**src/rtl/pwm_update_seq.sv**
```systemverilog
// pwm_update_seq
//
// Sequencer between the target source and the DSP filter / PWM pair.
// A rising edge on req_in captures a target and runs one start/done transaction
// with the DSP chain. The DSP result is then loaded into the PWM, but only at a
// PWM period boundary, so the output never changes in the middle of a period.
// Requests that arrive while a transaction is in flight are coalesced, and the
// latest target wins. A watchdog flags a DSP chain that never answers.
//
// Optional feature: define PWM_UPDATE_SEQ_SLEW_EN to limit each load to a
// change of at most MAX_STEP. The sequencer then reloads at successive
// boundaries until the result is reached.
//
// Parameters
//   DW       duty-cycle width
//   TW       target word width
//   TIMEOUT  maximum cycles spent waiting for dsp_done (>= 2)
//   MAX_STEP maximum duty change per load (slew build only)
//
// Ports
//   clk            system clock, rising edge
//   rst            synchronous active-high reset
//   req_in         update request level; its rising edge triggers an update
//   target_in      target word, sampled on the req_in rising edge
//   dsp_start      one-cycle start pulse to the DSP chain
//   dsp_target     target presented to the DSP chain
//   dsp_done       one-cycle pulse; dsp_value is valid
//   dsp_value      computed duty cycle
//   pwm_period_end one-cycle pulse at the last count of a PWM period
//   pwm_load       one-cycle pulse; the PWM latches pwm_val
//   pwm_val        registered duty value for the PWM
//   busy           high whenever the sequencer is not idle
//   err_timeout    sticky DSP timeout flag, cleared only by rst
//   upd_count      number of completed loads, modulo 256
module pwm_update_seq #(
    parameter int             DW       = 16,
    parameter int             TW       = 32,
    parameter int             TIMEOUT  = 64,
    parameter logic [DW-1:0]  MAX_STEP = 'h0400
) (
    input  logic          clk,
    input  logic          rst,
    input  logic          req_in,
    input  logic [TW-1:0] target_in,
    output logic          dsp_start,
    output logic [TW-1:0] dsp_target,
    input  logic          dsp_done,
    input  logic [DW-1:0] dsp_value,
    input  logic          pwm_period_end,
    output logic          pwm_load,
    output logic [DW-1:0] pwm_val,
    output logic          busy,
    output logic          err_timeout,
    output logic [7:0]    upd_count
);

    localparam int            CW       = (TIMEOUT > 2) ? $clog2(TIMEOUT) : 1;
    localparam logic [CW-1:0] CNT_LAST = CW'(TIMEOUT - 1);

    typedef enum logic [2:0] {
        IDLE,
        START,
        WAIT_DSP,
        WAIT_BND,
        LOAD
    } state_t;

    state_t        state;
    logic          req_q;
    logic          req;
    logic          pending;
    logic [TW-1:0] pend_target;
    logic [DW-1:0] result;
    logic [CW-1:0] tmo_cnt;
    logic [DW-1:0] next_val;

    assign req = req_in & ~req_q;

`ifdef PWM_UPDATE_SEQ_SLEW_EN
    // Move cur toward tgt by at most MAX_STEP. Only the magnitude of the
    // difference is compared, so the step can never overshoot or wrap.
    function automatic logic [DW-1:0] slew_step(input logic [DW-1:0] cur,
                                                input logic [DW-1:0] tgt);
        if (tgt > cur)
            return ((tgt - cur) > MAX_STEP) ? (cur + MAX_STEP) : tgt;
        else
            return ((cur - tgt) > MAX_STEP) ? (cur - MAX_STEP) : tgt;
    endfunction

    assign next_val = slew_step(pwm_val, result);
`else
    logic unused_max_step;

    assign unused_max_step = ^MAX_STEP;
    assign next_val        = result;
`endif

    always_ff @(posedge clk) begin
        if (rst) begin
            state       <= IDLE;
            req_q       <= 1'b0;
            pending     <= 1'b0;
            pend_target <= '0;
            result      <= '0;
            tmo_cnt     <= '0;
            dsp_start   <= 1'b0;
            dsp_target  <= '0;
            pwm_load    <= 1'b0;
            pwm_val     <= '0;
            busy        <= 1'b0;
            err_timeout <= 1'b0;
            upd_count   <= '0;
        end else begin
            req_q     <= req_in;
            dsp_start <= 1'b0;
            pwm_load  <= 1'b0;

            case (state)
                IDLE: begin
                    // A fresh edge is newer than anything left pending by a
                    // timeout, so it takes priority.
                    if (req) begin
                        dsp_target <= target_in;
                        pending    <= 1'b0;
                        dsp_start  <= 1'b1;
                        busy       <= 1'b1;
                        state      <= START;
                    end else if (pending) begin
                        dsp_target <= pend_target;
                        pending    <= 1'b0;
                        dsp_start  <= 1'b1;
                        busy       <= 1'b1;
                        state      <= START;
                    end
                end

                START: begin
                    tmo_cnt <= '0;
                    state   <= WAIT_DSP;
                end

                WAIT_DSP: begin
                    // dsp_done beats the watchdog when both land in the final cycle.
                    if (dsp_done) begin
                        result <= dsp_value;
                        state  <= WAIT_BND;
                    end else if (tmo_cnt == CNT_LAST) begin
                        err_timeout <= 1'b1;
                        busy        <= 1'b0;
                        state       <= IDLE;
                    end else begin
                        tmo_cnt <= tmo_cnt + CW'(1);
                    end
                end

                WAIT_BND: begin
                    if (pwm_period_end) begin
                        pwm_load  <= 1'b1;
                        pwm_val   <= next_val;
                        upd_count <= upd_count + 8'd1;
                        state     <= LOAD;
                    end
                end

                LOAD: begin
                    if (pending) begin
                        dsp_target <= pend_target;
                        pending    <= 1'b0;
                        dsp_start  <= 1'b1;
                        state      <= START;
`ifdef PWM_UPDATE_SEQ_SLEW_EN
                    end else if (pwm_val != result) begin
                        state <= WAIT_BND;
`endif
                    end else begin
                        busy  <= 1'b0;
                        state <= IDLE;
                    end
                end

                default: begin
                    busy  <= 1'b0;
                    state <= IDLE;
                end
            endcase

            // Coalescing: later requests overwrite the pending target. This
            // comes after the case so that a request arriving in LOAD survives
            // the pending clear done there.
            if (req && (state != IDLE)) begin
                pending     <= 1'b1;
                pend_target <= target_in;
            end
        end
    end

endmodule

```
**config.mk**
```make
export PLATFORM = sky130hd
export DESIGN_NAME = pwm_update_seq
export DESIGN_NICKNAME = d
export VERILOG_FILES = /design/src/rtl/pwm_update_seq.sv
export SDC_FILE = /design/constraint.sdc
export NUM_CORES = 1
export LEC_CHECK = 0
export ABC_AREA = 1
export BUFFER_PORTS_ARGS = -buffer_cell sky130_fd_sc_hd__buf_2
export CORE_MARGIN = 4
export CORE_UTILIZATION = 54
export DETAILED_ROUTE_END_ITERATION = 6
export PLACE_DENSITY = 0.83
export SLEW_MARGIN = 10
export SYNTH_ARGS = -nofsm -noshare
export SYNTH_HDL_FRONTEND = slang
export SYNTH_SLANG_ARGS = --single-unit
```
**constraint.sdc**
```tcl
create_clock -name clk -period 1.65 [get_ports clk]
set_input_delay 0.2475 -clock clk [delete_from_list [all_inputs] [get_ports clk]]
set_output_delay 0.2475 -clock clk [all_outputs]
set_load 0.03 [all_outputs]
```
# Word-level counts from Yosys, hierarchy flattened
# Cells that the tools add are included.
# Widths: inputs -> output; s select.
[word_totals]
ff_bits = 119
input_bits = 53
out_inout_bits = 60
word_cells = 72
[op_classes]
addsub = 2
n_eq_ne = 12
n_mux = 25
n_bitwise = 5
reduce_logical = 15
[ops]
columns = ["cell", "n"]
rows = [
  ["$mux 32", 2],
  ["$pmux 32 s2", 1],
  ["$mux 3", 5],
  ["$pmux 3 s5", 1],
  ["$mux 6", 2],
  ["$pmux 6 s2", 1],
  ["$mux 1", 11],
  ["$ne 2x2->1 const B", 5],
  ["$reduce_and 3->1", 3],
  ["$add 8x1->8 const B", 1],
  ["$add 6x1->6 const B", 1],
  ["$eq 3x2->1 const B", 2],
  ["$eq 6x6->1 const B", 1],
  ["$ne 3x3->1 const B", 2],
  ["$reduce_bool 2->1", 3],
  ["$reduce_or 2->1", 3],
  ["$reduce_and 5->1", 1],
  ["$not 1->1", 4],
  ["$pmux 1 s4", 1],
  ["$reduce_and 2->1", 2],
  ["$eq 3x1->1 const B", 1],
  ["$eq 3x3->1 const B", 1],
  ["$logic_not 3->1", 1],
  ["$reduce_bool 3->1", 1],
  ["other kinds (3)", 3],
]

# Depth between registers and ports, before layout
[logic_depth]
word_depth = 4
mapped_depth = 8
mapped_depth_nobuf = 8

# Least setup slack after synthesis
# Ideal clock, no wire load.
[synth_path]
path_kind = "flip-flop to flip-flop"
startpoint = "register upd_count[0]"
endpoint = "register upd_count[6]"
setup_time_ps = 116
arrival_time_ps = 1252
required_ps = 1534
setup_slack_ps = 283
path_stages_with_launch = 7
n_path_buf = 0
synth_period_minus_slack_ps = 1367
path_cell_list = "dfxtp_1 ha_1 nand2_1 nor3b_1 nand3_1 nand2_1 nor2_1"
[synth_via]
elab_chain_len = 1
[synth_rtl]
columns = ["element", "line", "source"]
rows = [
  ["start, declared", "54", "output logic [7:0] upd_count"],
  ["start signal, assigned", "160", "upd_count <= upd_count + 8'd1;"],
  ["$add 8x1->8", "160", ""],
]
# No other way between the ends.
# A chain may end at the register's enable or synchronous reset.

# Worst setup path after layout
[layout_path]
startpoint = "register tmo_cnt[0]"
endpoint = "register tmo_cnt[0]"
[layout_via]
elab_chain_len = 4
elab_cells_between_ends = 7
cone_classes = "add/sub (1); eq/ne (2); mux (3); reduce/logical (1)"
[layout_rtl]
columns = ["element", "line", "source"]
rows = [
  ["start, declared", "74", "logic [CW-1:0] tmo_cnt;"],
  ["start signal, assigned", "152", "tmo_cnt <= tmo_cnt + CW'(1);"],
  ["$add 6x1->6", "152", ""],
  ["$mux 6", "147", "end else if (tmo_cnt == CNT_LAST) begin"],
  ["$mux 6", "144", "if (dsp_done) begin"],
  ["$pmux 6 s2", "118", "case (state)"],
]
# Several ways; a longest one is shown, not always the timed one. The select of a mux whose other input is x is not followed.

==> impl_metrics.py <==
metrics = {
    "placement": {
        "port_buffers": 112,
        "place_congestion": 0.801,
        "pre_cts_slack_ns": 0.160,
        "hpwl_um": 8410,
    },
    "global_route": {
        "grt_usage_pct": 24.9,
        "gr-total-overflow": 0,
        "grt_pass1_vias": 4923,
        "antenna_found_initial": 0,
        "grt_max_degree": 62,
        "grt_pass1_wl_um": 22700,
    },
    "floorplan": {
        "io_pins": 113,
        "start_util_pct": 55.2,
        "fp-row-count": 35,
        "die_y_um": 105,
        "fp.dieW_um": 105,
        "coreArea_mm2": 0.00920,
        "dieArea_mm2": 0.0110,
    },
    "critical_path": {
        "cp_num_buf_inv": 1,
        "crit_chain": "ha_1 > nand3_1 > nor2_2 > inv_1 > nand2_2 > nand2_1 > a21oi_1",
        "critPathArrivalTime_ns": 1.94,
        "worst_setup_path_end_kind": "flip-flop",
        "crit_slowest_cell": "dfxtp_1",
        "critPathKind": "flip-flop to flip-flop",
        "required_ns": 2.08,
        "cp_slowest_stage_delay_ns": 0.39,
        "crit_family": "simple AND/OR/NAND/NOR gates",
        "cp_max_fo": 6,
        "worstSetupStartpointType": "flip-flop",
    },
    "routing": {
        "drc": 0,
        "postRouteAntennaNets": 0,
        "vias_per_cell": 5.39,
        "vias": 5138,
        "firstDrtPassIters": 7,
        "initialDrtViolationCount": 337,
        "wl_per_cell_um": 14.3,
        "wirelength_um": 13600,
    },
    "logic_synthesis": {
        "synth_cell_types": 28,
        "synth_top_cell_area_share_pct": 47.0,
        "synth_flop_cell": "dfxtp_1",
        "synth_nets": 766,
        "yosysTopAreaCell": "dfxtp_1",
        "yosysSeqAreaShare_pct": 47.0,
        "syn_inst": 711,
        "syn_area_mm2": 0.00507,
        "synth_compound_area_share_pct": 20.1,
        "synth_edf_count": 0,
        "yosysMostFrequentCell": "nand2_1",
        "avgSynthCellArea_um2": 7.14,
        "synth_top_family_by_area": "simple AND/OR/NAND/NOR gates",
        "synthSimpleGateAreaFrac_pct": 24.0,
        "ys_warn_count": 0,
        "synth-seq-cells": 119,
        "yosys.area_share.xor_xnor_pct": 0,
        "synth_fa_ha_area_share_pct": 0.493,
        "async_flop_share_pct": 0,
        "synthTopCellsByArea": "dfxtp_1 47%, nand2_1 11%, a21oi_1 9.7%",
        "synthMuxAreaShare_pct": 0,
        "yosys-top-cells-count": "155 x nand2_1, 119 x dfxtp_1, 115 x nor2_1",
    },
    "timing": {
        "slew_violations": 0,
        "rsz0062_at_grt": "false",
        "finalClockSkew_ns": 0.0128,
        "fin_crit_ns": 1.51,
        "tightest_slew_ns": 0.366,
        "fin_setup_tns_ns": 0,
        "finalCritPeriodShare_pct": 91.6,
        "relSlewSlack_pct": 75.5,
        "finalHoldViolations": 0,
        "fin_ws_ns": 0.138,
        "setup_viol": 0,
        "fmax_ghz": 0.661,
    },
    "job": {
        "drv_cap": 0,
    },
    "power_and_ir_drop": {
        "p_per_area_mw_per_mm2": 1730,
        "power.leakage_nw": 3.07,
        "ir_drop_v": 0.000742,
        "finalPower_mw": 11.3,
    },
    "clock_network": {
        "clockBufferDepth": 2,
        "cts_tree": "done",
        "cts_setup_buffers": 0,
        "cts.sinks": 119,
        "clkLatencyLatePin_ns": 0.51,
        "cts_root_buf": "clkbuf_8",
        "cts_buffers": 17,
        "clk_pin_slew_ns": 0.06,
        "htreeDepth": 4,
    },
    "final_layout": {
        "antennaDiodeCount": 0,
        "syn_to_final_growth_pct": 29.2,
        "final_nets": 884,
        "drive_gt1_share_pct": 20.8,
        "fill_cells": 708,
    },
    "run_status": {
        "outcome": "finished clean",
    },
    "hold_path": {
        "min_path_type": "input port to flip-flop",
    },
}
-- routing by layer --
metal	share of wire [%]	wire, µm	up-vias	GRT usage (%)
met4	1.5	202	0	8.81
met1	40	5430	2368	28.2
met3	7.0	949	22	7.16
li1	-	-	2558	-
met5	0	0	-	0
met2	52	7040	190	44.6
-- cells by family (layout without fill, tap and decap cells) --
group	count (synthesis)	count (layout)
compound gates	187	187
simple gates	302	302
buf+inv	101	232
fa+ha+maj	2	2
flops	119	119
-- timing repair --
| action | 4_1_cts | 5_1_grt |
|---|---|---|
| endpoints found under the setup margin | 0 | 8 |
| hold buffers | 17 | 0 |
| hold endpoints to repair | 17 | 0 |
| gates resized for setup | 0 | 2 |
-- placed cells by master (no fill, tap or decap), types with 2 or more instances in the layout --
master and count:
clkinv_4 3, bufinv_16 5, inv_1 50, buf_2 112, o21ai_1 2, nor2_1 114
clkbuf_8 2, buf_12 5, nand3_1 18, dlygate4sd3_1 17, a21oi_1 98, o211ai_1 31
o21ai_0 53, nor2_2 2, dfxtp_1 119, clkinvlp_4 5, clkbuf_16 16, nand4_1 3
ha_1 2, buf_4 10, inv_2 4, nand2_1 155, nand2_2 5
-- metrics by stage --
stage	hold WS [ns]	instance area, µm²	util, %	cells
2_1_floorplan	0.354	5070	-	711
5_1_grt	0.0238	6550	71.3	953
3_3_place_gp	0.443	5730	62.3	904
4_1_cts	0.00394	6550	71.2	953
6_report	0.0201	6550	71.3	953
3_5_place_dp	0.452	5730	62.3	904
-- area by class of cell --
cell class | count | area, µm² | area share, %
Sequential cell | 119 | 2380 | 36.3
Multi-Input combinational cell | 491 | 2260 | 34.6
Timing Repair Buffer | 144 | 906 | 13.8
Clock buffer | 18 | 428 | 6.53
Clock inverter | 14 | 223 | 3.40
Inverter | 56 | 211 | 3.23
Tap cell | 111 | 139 | 2.12
-- worst min-delay path: stages --
cell and delay [ns]:
buf_2 0.07, o21ai_0 0.07, nor2_1 0.10
-- power breakdown --
group          switching (mW)  internal (mW)  total [mW]
sequential              0.419           3.50        3.92
combinational            2.22           1.17        3.39
clock                    1.35           2.65        4.01
total                    3.99           7.33        11.3
-- state kept, by name (all words and copies together), names as in the netlist, 3 cells and up --
| register | flops |
|---|---|
| dsp_target | 32 |
| pend_target | 32 |
| next_val | 16 |
| pwm_val | 16 |
| upd_count | 8 |
| tmo_cnt | 6 |
| state | 3 |
-- worst paths after layout --
kind	slack, ns	end	cells after the start	start
max	0.14	tmo_cnt[0]	7	tmo_cnt[0]
min	0.02	next_val[0]	3	dsp_value[0]
max reg2reg	0.14	tmo_cnt[0]	7	tmo_cnt[0]
min reg2reg	0.46	pwm_val[4]	2	pwm_val[4]
Power figures use the tool's default switching activity.
